<file path="config.mk">
export PLATFORM = sky130hd
export DESIGN_NAME = d_ext_pipe
export DESIGN_NICKNAME = d
export VERILOG_FILES = /design/src/rtl/d_ext_pipe_pkg.sv /design/src/rtl/d_ext_pipe_ext_unit.sv /design/src/rtl/d_ext_pipe.sv
export SDC_FILE = /design/constraint.sdc
export NUM_CORES = 1
export LEC_CHECK = 0
export ABC_AREA = 1
export CAP_MARGIN = 20
export CORE_MARGIN = 1.5
export CORE_UTILIZATION = 31
export CTS_BUF_LIST = sky130_fd_sc_hd__clkbuf_16
export DETAILED_ROUTE_END_ITERATION = 10
export MAX_ROUTING_LAYER = met4
export SLEW_MARGIN = 20
export SYNTH_ARGS = -nofsm -noshare
export SYNTH_HDL_FRONTEND = slang
export SYNTH_HIERARCHICAL = 1
export SYNTH_SLANG_ARGS = --single-unit
</file>
<file path="constraint.sdc">
create_clock -name clk -period 3.45 [get_ports clk]
set_input_delay 0.5175 -clock clk [delete_from_list [all_inputs] [get_ports clk]]
set_output_delay 0.5175 -clock clk [all_outputs]
set_load 0.02 [all_outputs]
</file>
<file path="src/rtl/d_ext_pipe_pkg.sv">
// Shared encodings for the immediate-extension pipe.
// Holds ext_op mode codes and the two-entry FIFO state.
package d_ext_pipe_pkg;

  typedef enum logic [2:0] {
    EXT_ZERO = 3'b000,
    EXT_SIGN = 3'b001,
    EXT_HIGH = 3'b010,
    EXT_BR   = 3'b011
  } ext_op_e;

  typedef enum logic [1:0] {
    ST_EMPTY = 2'd0,
    ST_ONE   = 2'd1,
    ST_FULL  = 2'd2
  } fifo_st_e;

endpackage

</file>
<file path="src/rtl/d_ext_pipe_ext_unit.sv">
// Combinational immediate extender.
// Ports: imm, ext_op in; result, err (illegal op) out.
module ext_unit
  import d_ext_pipe_pkg::*;
#(
  parameter int IMM_W  = 16,
  parameter int DATA_W = 32
) (
  input  logic [IMM_W-1:0]  imm,
  input  logic [2:0]        ext_op,
  output logic [DATA_W-1:0] result,
  output logic              err
);

  logic [DATA_W-1:0] sext;

  assign sext = {{(DATA_W-IMM_W){imm[IMM_W-1]}}, imm};

  always_comb begin
    result = '0;
    err    = 1'b0;
    unique case (1'b1)
      (ext_op == EXT_ZERO):
        result = {{(DATA_W-IMM_W){1'b0}}, imm};
      (ext_op == EXT_SIGN):
        result = sext;
      (ext_op == EXT_HIGH):
        result = {imm, {(DATA_W-IMM_W){1'b0}}};
      (ext_op == EXT_BR):
        result = sext << 2;
      default:
        err = 1'b1;
    endcase
  end

endmodule

</file>
<file path="src/rtl/d_ext_pipe.sv">
// Immediate extender behind a 2-entry valid/ready FIFO.
// Ports: clk, reset_n, flush, in/out handshakes, ext_imm, op_err, err_cnt.
module d_ext_pipe
  import d_ext_pipe_pkg::*;
#(
  parameter int IMM_W  = 16,
  parameter int DATA_W = 32,
  parameter int CNT_W  = 8
) (
  input  logic              clk,
  input  logic              reset_n,
  input  logic              flush,
  input  logic              in_valid,
  output logic              in_ready,
  input  logic [IMM_W-1:0]  imm,
  input  logic [2:0]        ext_op,
  output logic              out_valid,
  input  logic              out_ready,
  output logic [DATA_W-1:0] ext_imm,
  output logic              op_err,
  output logic [CNT_W-1:0]  err_cnt
);

  fifo_st_e          state;
  logic              rdy_q;
  logic [DATA_W-1:0] head_res;
  logic [DATA_W-1:0] tail_res;
  logic              head_err;
  logic              tail_err;
  logic [DATA_W-1:0] new_res;
  logic              new_err;
  logic              accept;
  logic              retire;

  ext_unit #(
    .IMM_W  (IMM_W),
    .DATA_W (DATA_W)
  ) u_ext (
    .imm    (imm),
    .ext_op (ext_op),
    .result (new_res),
    .err    (new_err)
  );

  // rdy_q keeps in_ready low until the first edge after reset release
  assign in_ready  = rdy_q && (state != ST_FULL);
  assign out_valid = (state != ST_EMPTY);
  assign accept    = in_valid && in_ready;
  assign retire    = out_valid && out_ready;
  assign ext_imm   = out_valid ? head_res : '0;
  assign op_err    = out_valid && head_err;

  always_ff @(posedge clk or negedge reset_n) begin
    if (!reset_n) begin
      state    <= ST_EMPTY;
      rdy_q    <= 1'b0;
      head_res <= '0;
      tail_res <= '0;
      head_err <= 1'b0;
      tail_err <= 1'b0;
      err_cnt  <= '0;
    end else begin
      rdy_q <= 1'b1;
      if (accept && new_err && !flush && (err_cnt != '1))
        err_cnt <= err_cnt + 1'b1;
      if (flush) begin
        state <= ST_EMPTY;
      end else begin
        unique case (state)
          ST_EMPTY: begin
            if (accept) begin
              head_res <= new_res;
              head_err <= new_err;
              state    <= ST_ONE;
            end
          end
          ST_ONE: begin
            if (accept && retire) begin
              head_res <= new_res;
              head_err <= new_err;
            end else if (accept) begin
              tail_res <= new_res;
              tail_err <= new_err;
              state    <= ST_FULL;
            end else if (retire) begin
              state <= ST_EMPTY;
            end
          end
          ST_FULL: begin
            if (retire) begin
              head_res <= tail_res;
              head_err <= tail_err;
              state    <= ST_ONE;
            end
          end
          default: state <= ST_EMPTY;
        endcase
      end
    end
  end

endmodule
</file>
==> flow_summary_export.csv <==
group,metric,value,unit
status,run_status,"finished, final reports clean",
grt,grt_pass1_vias,3422,
route,vias,3549,
finish,layoutNonFillerInstCount,787,
clocking,clock_sink_count,77,
route,wire_per_inst,13.0,um
sta,pins_over_their_slew_limit,0,
route,drt_iter0_drc,199,
critical_path,setup_slack_on_the_worst_flop_to_flop_path,1.47,ns
synth,ys_seq_area_share,45.7,%
power,power.share.switching,32.0,%
grt,first_pass_grt_wire_length,17200,um
critical_path,cell_class_contributing_the_biggest_share_of_worst_path_delay,"buffers and inverters",
critical_path,critical_path.endpoint_type,"output port",
critical_path,ff2ff_path_depth,7,
clocking,cts.htree.levels,3,
sta,worst_slew_pin_slew,0.731,ns
sta,timing.final.crit_share,77.8,%
critical_path,cp_slowest_stage_delay,0.54,ns
floorplan,initial_core_util,31.8,%
power,combinational_group_share_of_total_power,28.4,%
grt,groute.usage.overall,15.6,%
critical_path,worst_ep_arrival_time,2.17,ns
route,final_antenna_net_count,0,
run,max-cap-violations,0,
power,power_report.internal_total,0.00220,W
place,place.detailed.hpwl,7180,um
clocking,cts_buffer_depth,2,
place,place.detailed.instances,771,
sta,setup_repair_after_global_routing_missed_its_margin,"no",
sta,total_negative_slack,0,ns
critical_path,critPathSlowestCell,"sky130_fd_sc_hd__clkdlybuf4s50_1",
critical_path,crit_path_start_kind,"register",
clocking,tritoncts,"done",
clocking,clock_tree.root_cell,"sky130_fd_sc_hd__clkbuf_16",
sta,layout_min_cycle_time,2.68,ns
sta,timing.final.hold_violations,0,
power,power_per_cell_area,612,mW/mm^2
route,drt_first_pass_iters,4,
place,portBuffers,66,
synth,synth_nets,579,
critical_path,cp_num_buf_inv,2,
clocking,post_cts.repair.setup_buffers,0,
synth,synth-warning-count,6,
critical_path,path_max_fanout,22,
clocking,ctsResizeCount,0,
sta,slew_headroom,51.2,%
worst_hold_path,holdCritPathClass,"in -> async",
synth,syn-mean-instance-area,7.61,um^2
finish,mostFrequentLayoutCells,"sky130_fd_sc_hd__nand2_1 (117), sky130_fd_sc_hd__inv_1 (96), sky130_fd_sc_hd__dfrtp_1 (77)",
finish,layout_overhead_on_the_synthesized_area,25.3,%
synth,register_bit_count_reported_by_yosys,77,
critical_path,timing_startpoint_of_the_critical_path,"state[1]$_DFFE_PN0P_",
route,vias_per_cell,4.51,
synth,synthesis.area,0.00422,mm^2
floorplan,coreArea,0.0132,mm^2
grt,antenna_violations_before_repair,0,
finish,final_core_utilization,39.9,%
critical_path,critical_path_required,2.93,ns
finish,final_net_count,631,
sta,max_freq,0.373,GHz
critical_path,regToRegStartpoint,"state[1]$_DFFE_PN0P_",
critical_path,crit-reg2reg-capture,"head_res[10]$_DFFE_PN0P_",
power,pwr-share-seq,40.8,%
power,share_clk_of_total_power,30.8,%
floorplan,floorplan.rows,42,
finish,mostFrequentLayoutCell,"sky130_fd_sc_hd__nand2_1",
power,netSwitchingPower,0.00104,W
power,power.ir.vdd_worst,445,uV
floorplan,die_area,0.0143,mm^2
finish,final_layout_size_suffix_gt1_share,9.33,%
synth,synthFlopType,"sky130_fd_sc_hd__dfrtp_1",
clocking,cts_made_buffers,9,
floorplan,floorplan.die.width,120,um
route,route.final.wire_length,10300,um
synth,number_of_synthesized_flops_with_an_enable_pin,0,
floorplan,fp.dieH,120,um
floorplan,num_io_pins,67,
synth,asyncSetResetFlopFracSynth,100,%
sta,setup_violation_total_in_the_final_timing_report,0,
critical_path,worst-setup-path-type,"reg -> out",
clocking,clock_insertion_delay_at_the_later_pin_of_the_skew_report,0.34,ns
grt,largest_net_degree_at_the_start_of_global_routing,78,
sta,worst_clock_skew,0.00786,ns
finish,antenna_cells_inserted,0,
clocking,clk_pin_slew_worst_paths,0.06,ns
power,p_leak,2.48,nW
synth,synth.lib_cells_used.distinct,27,
synth,syn-instance-count,554,
clocking,cts_hold_repair.buffers,0,
route,remaining_drcs,0,
critical_path,crit_path_cell_trace,"nor2_4, buf_4, nor2_1, clkdlybuf4s50_1",
place,replace_congestion,0.852,
grt,overflow,0,
## Yosys cell counts, types with 2 or more instances
master	n	area [um^2]
sky130_fd_sc_hd__nor2_1	69	259
sky130_fd_sc_hd__nand3_1	6	30.0
sky130_fd_sc_hd__o21ai_0	22	110
sky130_fd_sc_hd__xnor2_1	2	17.5
sky130_fd_sc_hd__nand4_1	3	18.8
sky130_fd_sc_hd__clkbuf_1	13	48.8
sky130_fd_sc_hd__inv_2	2	7.51
sky130_fd_sc_hd__buf_6	5	56.3
sky130_fd_sc_hd__o21ai_1	55	275
sky130_fd_sc_hd__a21oi_1	2	10.0
sky130_fd_sc_hd__nor3_1	2	10.0
sky130_fd_sc_hd__o21a_1	27	203
sky130_fd_sc_hd__dfrtp_1	77	1930
sky130_fd_sc_hd__buf_4	4	30.0
sky130_fd_sc_hd__inv_1	95	357
sky130_fd_sc_hd__buf_2	8	40.0
sky130_fd_sc_hd__xor2_1	5	43.8
sky130_fd_sc_hd__a21oi_2	28	245
sky130_fd_sc_hd__nand3_2	3	30.0
sky130_fd_sc_hd__nand2_1	119	447
## power groups by stage
stage | Clock (W) | Sequential (W) | Combinational [W]
final | 0.000995 | 0.00132 | 0.000918
after global routing | 0.00106 | 0.00135 | 0.00104
after CTS | 0.00102 | 0.00132 | 0.000932
after detailed placement | 0 | 0.00134 | 0.000928
after global placement | 0 | 0.00133 | 0.000899
after floorplan | 0 | 0.00133 | 0.000602
## how the worst max path moves through the flow
stage	depth (start not counted)	slack [ns]	to
CTS	4	0.73	ext_imm[14]
global route	4	0.63	ext_imm[31]
floorplan	4	1.81	out_valid
detailed placement	4	1.09	ext_imm[14]
finish	4	0.77	ext_imm[14]
global placement	7	1.15	tail_res[2]$_DFFE_PN0P_
## metal layers
layer	global-route usage (%)	wire length (um)
met1	20.9	4890
met3	3.33	500
met5	-	0
met2	23.3	4660
met4	5.65	210
## through the flow
step / setup WS [ns] / total power, W / cell area, um^2 / hold WS [ns]
after global placement: 1.15 / 0.00222 / 4980 / 0.466
after detailed placement: 1.09 / 0.00226 / 4980 / 0.475
after global routing: 0.627 / 0.00346 / 5290 / 0.273
after CTS: 0.731 / 0.00327 / 5280 / 0.408
final: 0.766 / 0.00323 / 5290 / 0.208
after floorplan: 1.81 / 0.00193 / 4220 / 0.222
## cell families after synthesis
| group | synth area share [%] |
|---|---|
| buffers and inverters | 12.8 |
| AND/OR/NAND/NOR | 19.4 |
| adder cells (fa/ha/maj) | 0.297 |
| other | 0.0889 |
| XOR/XNOR | 1.45 |
| flip-flops | 45.7 |
| AO/OA/AOI/OAI | 20.3 |
## layout make-up
type / count / area [um^2]
inverter: 97 / 364
tap: 176 / 220
multi-input combinational: 350 / 1760
clock buffer: 9 / 225
timing repair buffer: 71 / 712
clock inverter: 7 / 81.3
fill: 1369 / 7960
sequential: 77 / 1930
## worst register-to-register path: stages (launching register included)
cell                      delay, ns
sky130_fd_sc_hd__dfrtp_1       0.48
sky130_fd_sc_hd__nor2_4        0.36
sky130_fd_sc_hd__buf_4         0.36
sky130_fd_sc_hd__a21oi_1       0.13
sky130_fd_sc_hd__nand2_2       0.09
sky130_fd_sc_hd__buf_12        0.25
sky130_fd_sc_hd__nand2_1       0.15
sky130_fd_sc_hd__o21ai_1       0.09
## flip-flops by register name (all words and copies together), names as in the netlist
| signal | flops |
|---|---|
| rdy_q | 1 |
| err_cnt | 8 |
| head_err | 1 |
| tail_err | 1 |
| head_res | 32 |
| state | 2 |
| tail_res | 32 |
(Power assumes the default switching activity.)
